**src/rtl/sextium_mem_arbiter_pkg.sv**
```systemverilog
// Shared types and constants for the Sextium memory arbiter and its helpers.
package sextium_mem_arbiter_pkg;

  localparam int unsigned ADDR_W_DEF = 16;
  localparam int unsigned DATA_W_DEF = 16;

  // Arbiter FSM encodings
  typedef enum logic [1:0] {
    ST_IDLE   = 2'd0,
    ST_ACCESS = 2'd1,
    ST_DONE   = 2'd2
  } state_e;

  // Wait counter width: max(1, clog2(wait_cycles+1))
  function automatic int unsigned cnt_width(input int unsigned wait_cycles);
    return (wait_cycles == 0) ? 1 : $clog2(wait_cycles + 1);
  endfunction

endpackage

```
**src/rtl/sextium_mem_arbiter_if.sv**
```systemverilog
// Memory-side bus of the Sextium arbiter: strobes, address and data.
interface sextium_mem_arbiter_if #(
  parameter int unsigned ADDR_W = 16,
  parameter int unsigned DATA_W = 16
);
  logic              mem_read;
  logic              mem_write;
  logic [ADDR_W-1:0] addr_bus;
  logic [DATA_W-1:0] mem_bus_out;
  logic [DATA_W-1:0] mem_bus_in;

  // Arbiter drives the strobes, memory returns read data
  modport master (
    output mem_read, mem_write, addr_bus, mem_bus_out,
    input  mem_bus_in
  );

  modport slave (
    input  mem_read, mem_write, addr_bus, mem_bus_out,
    output mem_bus_in
  );
endinterface

```
**src/rtl/sextium_wait_counter.sv**
```systemverilog
// Loadable down-counter with zero flag; sequences memory wait states.
module sextium_wait_counter
  import sextium_mem_arbiter_pkg::*;
#(
  parameter int unsigned WAIT_CYCLES = 1
) (
  input  logic clock,
  input  logic reset,
  input  logic load,
  input  logic dec,
  output logic zero_c
);
  localparam int unsigned CNT_W = cnt_width(WAIT_CYCLES);

  logic [CNT_W-1:0] count_q, count_d;

  // Next count: load wins over decrement, never underflows
  always_comb begin
    count_d = count_q;
    if (load) begin
      count_d = CNT_W'(WAIT_CYCLES);
    end else if (dec && (count_q != '0)) begin
      count_d = count_q - CNT_W'(1);
    end
  end

  // Count register
  always_ff @(posedge clock or negedge reset) begin
    if (!reset) begin
      count_q <= '0;
    end else begin
      count_q <= count_d;
    end
  end

  assign zero_c = (count_q == '0);

endmodule

```
**src/rtl/sextium_mem_arbiter.sv**
```systemverilog
// Two-master arbiter for the single Sextium memory port with programmable
// wait states. Optional macro SEXTIUM_ARB_ROUND_ROBIN_EN switches contention
// handling from fixed master-0 priority to alternating ownership.
module sextium_mem_arbiter
  import sextium_mem_arbiter_pkg::*;
#(
  parameter int unsigned WAIT_CYCLES = 1,
  parameter int unsigned ADDR_W      = ADDR_W_DEF,
  parameter int unsigned DATA_W      = DATA_W_DEF
) (
  input  logic              clock,
  input  logic              reset,
  input  logic              req0,
  input  logic              we0,
  input  logic [ADDR_W-1:0] addr0,
  input  logic [DATA_W-1:0] wdata0,
  output logic              ack0,
  input  logic              req1,
  input  logic              we1,
  input  logic [ADDR_W-1:0] addr1,
  input  logic [DATA_W-1:0] wdata1,
  output logic              ack1,
  output logic [DATA_W-1:0] rdata,
  output logic              grant,
  output logic              busy,
  sextium_mem_arbiter_if.master mem
);

  state_e            state_q, state_d;
  logic              mem_read_q, mem_read_d;
  logic              mem_write_q, mem_write_d;
  logic [ADDR_W-1:0] addr_q, addr_d;
  logic [DATA_W-1:0] wdata_q, wdata_d;
  logic              we_q, we_d;
  logic              ack0_q, ack0_d;
  logic              ack1_q, ack1_d;
  logic [DATA_W-1:0] rdata_q, rdata_d;
  logic              grant_q, grant_d;
  logic              busy_q, busy_d;
  logic              load_c, dec_c, cnt_zero_c, win_c;

`ifdef SEXTIUM_ARB_ROUND_ROBIN_EN
  logic              last_q, last_d;

  // On contention the master that did not own the last access wins
  assign win_c = (req0 && req1) ? ~last_q : req1;
`else
  // Master 0 always wins when it requests
  assign win_c = ~req0;
`endif

  sextium_wait_counter #(
    .WAIT_CYCLES (WAIT_CYCLES)
  ) u_wait_counter (
    .clock  (clock),
    .reset  (reset),
    .load   (load_c),
    .dec    (dec_c),
    .zero_c (cnt_zero_c)
  );

  // State and output registers; reset drops strobes without a clock edge
  always_ff @(posedge clock or negedge reset) begin
    if (!reset) begin
      state_q     <= ST_IDLE;
      mem_read_q  <= 1'b0;
      mem_write_q <= 1'b0;
      addr_q      <= '0;
      wdata_q     <= '0;
      we_q        <= 1'b0;
      ack0_q      <= 1'b0;
      ack1_q      <= 1'b0;
      rdata_q     <= '0;
      grant_q     <= 1'b0;
      busy_q      <= 1'b0;
`ifdef SEXTIUM_ARB_ROUND_ROBIN_EN
      last_q      <= 1'b1;
`endif
    end else begin
      state_q     <= state_d;
      mem_read_q  <= mem_read_d;
      mem_write_q <= mem_write_d;
      addr_q      <= addr_d;
      wdata_q     <= wdata_d;
      we_q        <= we_d;
      ack0_q      <= ack0_d;
      ack1_q      <= ack1_d;
      rdata_q     <= rdata_d;
      grant_q     <= grant_d;
      busy_q      <= busy_d;
`ifdef SEXTIUM_ARB_ROUND_ROBIN_EN
      last_q      <= last_d;
`endif
    end
  end

  // Next-state logic
  always_comb begin
    state_d = state_q;
    case (state_q)
      ST_IDLE:   if (req0 || req1) state_d = ST_ACCESS;
      ST_ACCESS: if (cnt_zero_c)   state_d = ST_DONE;
      ST_DONE:   state_d = ST_IDLE;
      default:   state_d = ST_IDLE;
    endcase
  end

  // Output and datapath next values
  always_comb begin
    mem_read_d  = mem_read_q;
    mem_write_d = mem_write_q;
    addr_d      = addr_q;
    wdata_d     = wdata_q;
    we_d        = we_q;
    ack0_d      = 1'b0;
    ack1_d      = 1'b0;
    rdata_d     = rdata_q;
    grant_d     = grant_q;
    load_c      = 1'b0;
    dec_c       = 1'b0;
`ifdef SEXTIUM_ARB_ROUND_ROBIN_EN
    last_d      = last_q;
`endif
    case (state_q)
      ST_IDLE: begin
        if (req0 || req1) begin
          grant_d     = win_c;
          addr_d      = win_c ? addr1  : addr0;
          wdata_d     = win_c ? wdata1 : wdata0;
          we_d        = win_c ? we1    : we0;
          mem_read_d  = ~we_d;
          mem_write_d = we_d;
          load_c      = 1'b1;
        end
      end
      ST_ACCESS: begin
        if (cnt_zero_c) begin
          mem_read_d  = 1'b0;
          mem_write_d = 1'b0;
          if (!we_q) rdata_d = mem.mem_bus_in;
        end else begin
          dec_c = 1'b1;
        end
      end
      ST_DONE: begin
        ack0_d = ~grant_q;
        ack1_d = grant_q;
`ifdef SEXTIUM_ARB_ROUND_ROBIN_EN
        last_d = grant_q;
`endif
      end
      default: ;
    endcase
    busy_d = (state_d != ST_IDLE);
  end

  assign mem.mem_read    = mem_read_q;
  assign mem.mem_write   = mem_write_q;
  assign mem.addr_bus    = addr_q;
  assign mem.mem_bus_out = wdata_q;
  assign ack0            = ack0_q;
  assign ack1            = ack1_q;
  assign rdata           = rdata_q;
  assign grant           = grant_q;
  assign busy            = busy_q;

endmodule

```
**src/flat_wrapper.sv**
```systemverilog
// flat-port wrapper written by rule: the top's interface ports become plain ports
module sextium_mem_arbiter_flat import sextium_mem_arbiter_pkg::*;
#(
  parameter int unsigned WAIT_CYCLES = 1,
  parameter int unsigned ADDR_W      = ADDR_W_DEF,
  parameter int unsigned DATA_W      = DATA_W_DEF
)
  (clock, reset, req0, we0, addr0, wdata0, ack0, req1, we1, addr1, wdata1, ack1, rdata, grant, busy, mem_mem_read, mem_mem_write, mem_addr_bus, mem_mem_bus_out, mem_mem_bus_in);
  sextium_mem_arbiter_if #(.ADDR_W(ADDR_W), .DATA_W(DATA_W)) mem_i ();
  input  logic clock;
  input  logic reset;
  input  logic req0;
  input  logic we0;
  input  logic [ADDR_W-1:0] addr0;
  input  logic [DATA_W-1:0] wdata0;
  output logic ack0;
  input  logic req1;
  input  logic we1;
  input  logic [ADDR_W-1:0] addr1;
  input  logic [DATA_W-1:0] wdata1;
  output logic ack1;
  output logic [DATA_W-1:0] rdata;
  output logic grant;
  output logic busy;
  output wire logic [$bits(mem_i.mem_read)-1:0] mem_mem_read;
  output wire logic [$bits(mem_i.mem_write)-1:0] mem_mem_write;
  output wire logic [$bits(mem_i.addr_bus)-1:0] mem_addr_bus;
  output wire logic [$bits(mem_i.mem_bus_out)-1:0] mem_mem_bus_out;
  input wire logic [$bits(mem_i.mem_bus_in)-1:0] mem_mem_bus_in;
  assign mem_mem_read = mem_i.mem_read;
  assign mem_mem_write = mem_i.mem_write;
  assign mem_addr_bus = mem_i.addr_bus;
  assign mem_mem_bus_out = mem_i.mem_bus_out;
  assign mem_i.mem_bus_in = mem_mem_bus_in;
  sextium_mem_arbiter #(.WAIT_CYCLES(WAIT_CYCLES), .ADDR_W(ADDR_W), .DATA_W(DATA_W)) u_core (.clock(clock), .reset(reset), .req0(req0), .we0(we0), .addr0(addr0), .wdata0(wdata0), .ack0(ack0), .req1(req1), .we1(we1), .addr1(addr1), .wdata1(wdata1), .ack1(ack1), .rdata(rdata), .grant(grant), .busy(busy), .mem(mem_i));
endmodule
```
**config.mk**
```make
export PLATFORM = sky130hd
export DESIGN_NAME = sextium_mem_arbiter_flat
export DESIGN_NICKNAME = d
export VERILOG_FILES = /design/src/rtl/sextium_mem_arbiter_pkg.sv /design/src/rtl/sextium_mem_arbiter_if.sv /design/src/rtl/sextium_wait_counter.sv /design/src/rtl/sextium_mem_arbiter.sv /design/src/flat_wrapper.sv
export SDC_FILE = /design/constraint.sdc
export NUM_CORES = 1
export LEC_CHECK = 0
export ABC_AREA = 0
export BUFFER_PORTS_ARGS = -buffer_cell sky130_fd_sc_hd__buf_2
export CORE_ASPECT_RATIO = 1.1
export CORE_MARGIN = 4
export CORE_UTILIZATION = 45
export DETAILED_ROUTE_END_ITERATION = 8
export GPL_ROUTABILITY_DRIVEN = 0
export GPL_TIMING_DRIVEN = 0
export HOLD_SLACK_MARGIN = 0.02
export PLACE_DENSITY = 0.8
export SLEW_MARGIN = 20
export SYNTH_ARGS = -nofsm -noshare
export SYNTH_HDL_FRONTEND = slang
export SYNTH_SLANG_ARGS = --single-unit
```
**constraint.sdc**
```tcl
create_clock -name clock -period 1.8 [get_ports clock]
set_input_delay 0.18 -clock clock [delete_from_list [all_inputs] [get_ports clock]]
set_output_delay 0.18 -clock clock [all_outputs]
set_load 0.05 [all_outputs]
```
==> metrics.log, run 1 <==
[metrics] outcome: complete, no violations
[metrics] DRT Wirelength: 6420 um
[metrics] CTS tree: built
[metrics] dominant cell type by area after synthesis: sky130_fd_sc_hd__dfrtp_1
[metrics] share of the synthesized area in the top cell type: 0.550
[metrics] static leakage: 0.00178 uW
[metrics] capture instance of the worst register-to-register path: u_core.rdata[15]
[metrics] final routed wire length divided by cell count: 14.6 um
[metrics] CP startpoint: u_core.state_q[1]
[metrics] starting utilization of the core area: 0.476
[metrics] final setup vio count: 0
[metrics] Gates resized, CTS repair: 0
[metrics] detailed-routing iteration count for the pre-antenna-repair pass: 4
[metrics] post-layout min period: 1660 ps
[metrics] maximum operating frequency: 602 MHz
[metrics] Antenna Nets Post-Route: 0
[metrics] Via-to-Cell Ratio: 4.92
[metrics] worst-case vdd ir drop: 904 uV
[metrics] vias in the first global route: 2037
[metrics] maximum number of pins on one net before global-route repair: 59
[metrics] capture point of the critical path: u_core.rdata[15]
[metrics] DR vias: 2159
[metrics] share of cells above drive strength 1: 0.527
[metrics] launching point of the worst reg2reg path: u_core.state_q[1]
[metrics] CP Class: register to register
[metrics] worst hold-check slack: 70.7 ps
[metrics] number of synthesized register bits: 58
[metrics] r2r worst-path depth: 4
[metrics] cts hold-fix bufs: 1
[metrics] global routing usage summed across all routing layers: 0.181
[metrics] Startpoint Class: register
[metrics] Hold/Removal Path Class: input pin to register
[metrics] clock slew at the register clock pins of the worst setup and hold paths: 70 ps
[metrics] accumulated negative setup slack: 0 ps
[metrics] latest clock arrival within the worst-skew pair: 320 ps
[metrics] Required @ worst endpoint: 2000 ps
[metrics] remaining global-route overflow: 0
[metrics] worst max-slew margin expressed relative to the limit: 0.520
[metrics] # H-tree levels: 3
[metrics] final std cells w/o fill: 439
[metrics] Synth cell types: 22
[metrics] maxcap violations: 0
[metrics] HPWL reported at the end of detailed placement: 4800 um
[metrics] overall die width: 81.0 um
[metrics] CTS root buf: sky130_fd_sc_hd__clkbuf_8
[metrics] arrival time at the worst endpoint: 1860 ps
[metrics] post-route clock period utilization: 0.924
[metrics] HP Start: mem_mem_bus_in[7]
[metrics] Placed Instances: 422
[metrics] unrepaired setup endpoints after global routing: no
[metrics] iteration-0 DRC count of the detailed router: 80
[metrics] setup slack, reg-to-reg: 140 ps
[metrics] # diodes: 0
[metrics] number of clock sinks: 58
[metrics] clock buffers created by TritonCTS: 9
[metrics] Bufs on Longest Clock Path: 2
[metrics] DR DRC count: 0
[metrics] Gate Count Post-Synth: 209
[metrics] portion of the post-synthesis area used by sequential elements: 0.550
[metrics] Synth Warn #: 0
[metrics] number of max-slew violations in the final report: 0
[metrics] areal power density over the cells: 2170 nW/um^2
[metrics] number of nets in the synthesized netlist: 295
[metrics] cell area after synthesis: 2640 sq um
[metrics] number of buffer cells added on primary ports: 138
[metrics] number of antenna violations at the first check in global routing: 0
[metrics] num ports: 140
[metrics] clk_skew: 5.33 ps
[metrics] die area: 7150 sq um
[metrics] number of placement rows: 28
[metrics] CP max FO: 10
[metrics] final hold viol count: 0
[metrics] number of buffers inserted to repair setup after CTS: 0
[metrics] slew at the pin with the worst max-slew slack: 719 ps
[metrics] Core Area: 5540 sq um
[metrics] die boundary height: 88.3 um
[metrics] Nets: 445
[metrics] area added between synthesis and finish: 38.5%
[metrics] Mean Syn Cell Area: 12.6 sq um
[metrics] biggest area contributors in the synthesized netlist: sky130_fd_sc_hd__dfrtp_1, sky130_fd_sc_hd__mux2i_1, sky130_fd_sc_hd__a21oi_2
[metrics] crit end category: register
[metrics] global-route wire length before repair: 9740 um
[critical path, stage by stage (launching register included)]
cell and delay [ps]:
sky130_fd_sc_hd__dfrtp_1 400, sky130_fd_sc_hd__nand2b_1 230, sky130_fd_sc_hd__nor3_4 310, sky130_fd_sc_hd__buf_4 260, sky130_fd_sc_hd__mux2_1 340
[kinds of logic after synthesis]
kind of cell           Yosys count  synth area share
flip-flops                      58             0.550
AND/OR/NAND/NOR                 10            0.0251
multiplexers                    49             0.194
AO/OA/AOI/OAI                   73             0.185
buffers and inverters           19            0.0460
[cells in the mapped netlist, drive strengths merged]
cell / number
nand2: 2
o21ai: 1
nor3b: 2
nand2b: 1
clkbuf: 9
nor3: 2
or2: 1
buf: 8
a21boi: 1
and2: 1
dfrtp: 58
a21oi: 69
a22o: 1
o2bb2ai: 1
inv: 2
nor2: 1
mux2: 16
mux2i: 33
[power breakdown]
group | leakage [uW] | switching [uW] | total, uW | internal [uW]
clock | 0.000109 | 493 | 1310 | 813
combinational | 0.00101 | 3250 | 4370 | 1130
sequential | 0.000663 | 312 | 2260 | 1940
[layout make-up]
type | count | area (sq um)
Inverter | 2 | 7.51
Timing Repair Buffer | 139 | 703
Clock inverter | 5 | 77.6
Multi-Input combinational cell | 132 | 1060
Tap cell | 75 | 93.8
Fill cell | 485 | 1880
Sequential cell | 58 | 1450
Buffer | 17 | 114
Clock buffer | 11 | 141
[state kept, by name, indices dropped and copies added (netlist names), 2 cells and up]
signal                  cells
u_core.state_q              2
u_core.mem.mem_bus_out     16
u_core.rdata               16
u_core.mem.addr_bus        16
[layout by cell type (no fill, tap or decap), types with 6 or more instances in the layout]
cell type,n
sky130_fd_sc_hd__dfrtp_1,58
sky130_fd_sc_hd__clkbuf_8,10
sky130_fd_sc_hd__buf_6,6
sky130_fd_sc_hd__mux2_1,16
sky130_fd_sc_hd__a21oi_2,30
sky130_fd_sc_hd__mux2i_1,33
sky130_fd_sc_hd__buf_2,138
sky130_fd_sc_hd__a21oi_1,39
sky130_fd_sc_hd__clkbuf_1,10
[worst min-delay path by stage]
stage	end	slack (ps)	cells after the start
2_1_floorplan	u_core.ack0	-120	0
3_3_place_gp	u_core.rdata[6]	400	2
6_report	u_core.rdata[7]	70	2
5_1_grt	u_core.rdata[12]	50	2
3_5_place_dp	u_core.mem.addr_bus[13]	290	1
4_1_cts	u_core.rdata[7]	60	2
[layer usage]
| layer | up-vias | track usage | routed length (um) |
|---|---|---|---|
| met5 | - | 0 | 0 |
| met4 | 0 | 0.0768 | 102 |
| met3 | 11 | 0.0601 | 597 |
| met2 | 96 | 0.294 | 3080 |
| met1 | 1003 | 0.220 | 2650 |
| li1 | 1049 | - | - |
[stage by stage]
stage	instance area, sq um	setup WS (ps)	total power [uW]	util
CTS	3650	128	8010	0.660
detailed placement	3420	140	6690	0.619
global placement	3420	161	6610	0.618
finish	3650	138	7930	0.660
global route	3650	44.2	8370	0.660
floorplan	2640	288	5630	-
Note: power is estimated with default switching activity, not from simulation.
==> run 2: changes to the inputs <==
--- a/config.mk
+++ b/config.mk
@@ -7,14 +7,16 @@
 export LEC_CHECK = 0
 export ABC_AREA = 0
 export BUFFER_PORTS_ARGS = -buffer_cell sky130_fd_sc_hd__buf_2
+export CELL_PAD_IN_SITES_DETAIL_PLACEMENT = 0
+export CELL_PAD_IN_SITES_GLOBAL_PLACEMENT = 2
 export CORE_ASPECT_RATIO = 1.1
 export CORE_MARGIN = 4
-export CORE_UTILIZATION = 45
+export CORE_UTILIZATION = 27
 export DETAILED_ROUTE_END_ITERATION = 8
 export GPL_ROUTABILITY_DRIVEN = 0
 export GPL_TIMING_DRIVEN = 0
 export HOLD_SLACK_MARGIN = 0.02
-export PLACE_DENSITY = 0.8
+export PLACE_DENSITY_LB_ADDON = 0.1
 export SLEW_MARGIN = 20
 export SYNTH_ARGS = -nofsm -noshare
 export SYNTH_HDL_FRONTEND = slang
==> run 2 against run 1 <==
- worst setup slack improved by 49 ps
- fmax increased by 3.0%
- hold slack got worse by 15 ps
- power about the same
- critical endpoint is now u_core.rdata[13]
- largest power group unchanged
- largest cell class unchanged
- combinational power increased by 1%
- sequential power about the same
- wire length increased by 13%
- first-iteration DRC count decreased by 59%
==> metrics.log, run 2 (synthesis results as in run 1) <==
[metrics] clock buffers created by TritonCTS: 9
[metrics] number of clock sinks: 58
[metrics] post-layout min period: 1610 ps
[metrics] area added between synthesis and finish: 41.1%
[metrics] worst hold-check slack: 55.7 ps
[metrics] Crit path largest cell delay: 400 ps
[metrics] global-route wire length before repair: 11800 um
[metrics] number of antenna violations at the first check in global routing: 0
[metrics] num ports: 140
[metrics] maximum number of pins on one net before global-route repair: 59
[metrics] HPWL reported at the end of detailed placement: 5350 um
[metrics] latest clock arrival within the worst-skew pair: 340 ps
[metrics] vias in the first global route: 2259
[metrics] arrival time at the worst endpoint: 1820 ps
[metrics] CTS root buf: sky130_fd_sc_hd__clkbuf_8
[metrics] overall die width: 102 um
[metrics] Fill cells: 986
[metrics] Required @ worst endpoint: 2010 ps
[metrics] final routed wire length divided by cell count: 15.0 um
[metrics] detailed-routing iteration count for the pre-antenna-repair pass: 4
[metrics] clk_skew: 12.8 ps
[metrics] Antenna Nets Post-Route: 0
[metrics] static leakage: 0.00180 uW
[metrics] slew at the pin with the worst max-slew slack: 760 ps
[metrics] Startpoint Class: register
[metrics] CP max FO: 10
[metrics] leading cell type in the layout, fill and taps excluded: sky130_fd_sc_hd__buf_2
[metrics] unrepaired setup endpoints after global routing: no
[metrics] starting utilization of the core area: 0.279
[metrics] global routing usage summed across all routing layers: 0.132
[metrics] remaining global-route overflow: 0
[metrics] DRT Wirelength: 7260 um
[metrics] maximum operating frequency: 620 MHz
[metrics] DR DRC count: 0
[metrics] Bufs on Longest Clock Path: 2
[metrics] cell with the biggest individual delay on the critical path: sky130_fd_sc_hd__dfrtp_1
[metrics] number of max-slew violations in the final report: 0
[metrics] CTS tree: built
[metrics] final setup vio count: 0
[metrics] leading cell types in the layout, fill and taps excluded: sky130_fd_sc_hd__buf_2, sky130_fd_sc_hd__dfrtp_1, sky130_fd_sc_hd__a21oi_1, sky130_fd_sc_hd__mux2i_1, sky130_fd_sc_hd__a21oi_2
[metrics] Core Area: 9440 sq um
[metrics] areal power density over the cells: 2130 nW/um^2
[metrics] worst max-slew margin expressed relative to the limit: 0.493
[metrics] sequence of cells on the critical path: nand2b_1, nor3_4, buf_4, mux2_1
[metrics] worst-case vdd ir drop: 770 uV
[metrics] crit end category: register
[metrics] Hold/Removal Path Class: input pin to register
[metrics] # H-tree levels: 3
[metrics] accumulated negative setup slack: 0 ps
[metrics] die boundary height: 112 um
[metrics] iteration-0 DRC count of the detailed router: 33
[metrics] # diodes: 0
[metrics] outcome: complete, no violations
[metrics] Nets: 449
[metrics] Via-to-Cell Ratio: 4.45
[metrics] DR vias: 2159
[metrics] final hold viol count: 0
[metrics] number of placement rows: 37
[metrics] clock slew at the register clock pins of the worst setup and hold paths: 70 ps
[metrics] die area: 11400 sq um
[metrics] number of buffer cells added on primary ports: 138
[metrics] CP Class: register to register
[metrics] post-route clock period utilization: 0.897
[metrics] share of cells above drive strength 1: 0.535
[metrics] maxcap violations: 0
==> run 2: path summary, 6_finish.rpt <==
kind | from | cells past startpoint | to | slack [ps]
setup / recovery | u_core.state_q[1] | 4 | u_core.rdata[13] | 190
hold / removal | mem_mem_bus_in[5] | 2 | u_core.rdata[5] | 60
setup reg to reg | u_core.state_q[1] | 4 | u_core.rdata[13] | 190
hold reg to reg | u_core.rdata[15] | 1 | u_core.rdata[15] | 480
max in group asynchronous | reset | 2 | u_core.mem.mem_bus_out[1] | 830
min in group asynchronous | reset | 2 | u_core.mem.mem_bus_out[3] | 460
==> run 2: area by class of cell <==
cell class | instances | area (sq um) | share of cell area
multi-input cells | 132 | 1060 | 0.286
plain buffers | 17 | 114 | 0.0306
well taps | 117 | 146 | 0.0393
flip-flops and latches | 58 | 1450 | 0.390
inverters | 2 | 7.51 | 0.00202
repair buffers | 143 | 733 | 0.197
clock inverters | 5 | 52.6 | 0.0141
clock buffers | 11 | 151 | 0.0407
==> run 2: critical path: cells and delay by family, from the launching register on <==
| kind | cells | cell delay (ps) |
|---|---|---|
| and+or+nand+nor | 2 | 520 |
| DFF | 1 | 400 |
| muxes | 1 | 330 |
| buffers and inverters | 1 | 240 |
==> run 2: what timing repair did <==
action	4_1_cts	5_1_grt
buffers inserted	0	4
setup endpoints to repair	0	6
hold endpoints to repair	58	0
gates resized for setup	0	0
hold buffers	1	0
==> run 2: report_power, final <==
part           internal, uW  switching [uW]
Clock                   708             536
Sequential             1940             323
Combinational          1150            3270
Total                  3800            4130
==> run 2: stage by stage <==
| stage | instances | area [sq um] | setup slack, ps | power, uW | utilization |
|---|---|---|---|---|---|
| 6_report | 485 | 3720 | 186 | 7930 | 0.394 |
| 5_1_grt | 485 | 3720 | 28.3 | 8420 | 0.394 |
| 4_1_cts | 481 | 3690 | 99.4 | 8030 | 0.391 |
| 3_5_place_dp | 464 | 3480 | 109 | 6750 | 0.368 |
| 3_3_place_gp | 464 | 3470 | 100 | 6730 | 0.368 |
| 2_1_floorplan | 209 | 2640 | 288 | 5630 | - |
==> run 2: routing by layer <==
metal  vias to the layer above  GRT usage  routed length, um
li1                       1056          -                  -
met3                         9     0.0445                659
met4                         0     0.0499                116
met1                      1007      0.171               3070
met5                         -          0                  0
met2                        87      0.204               3420
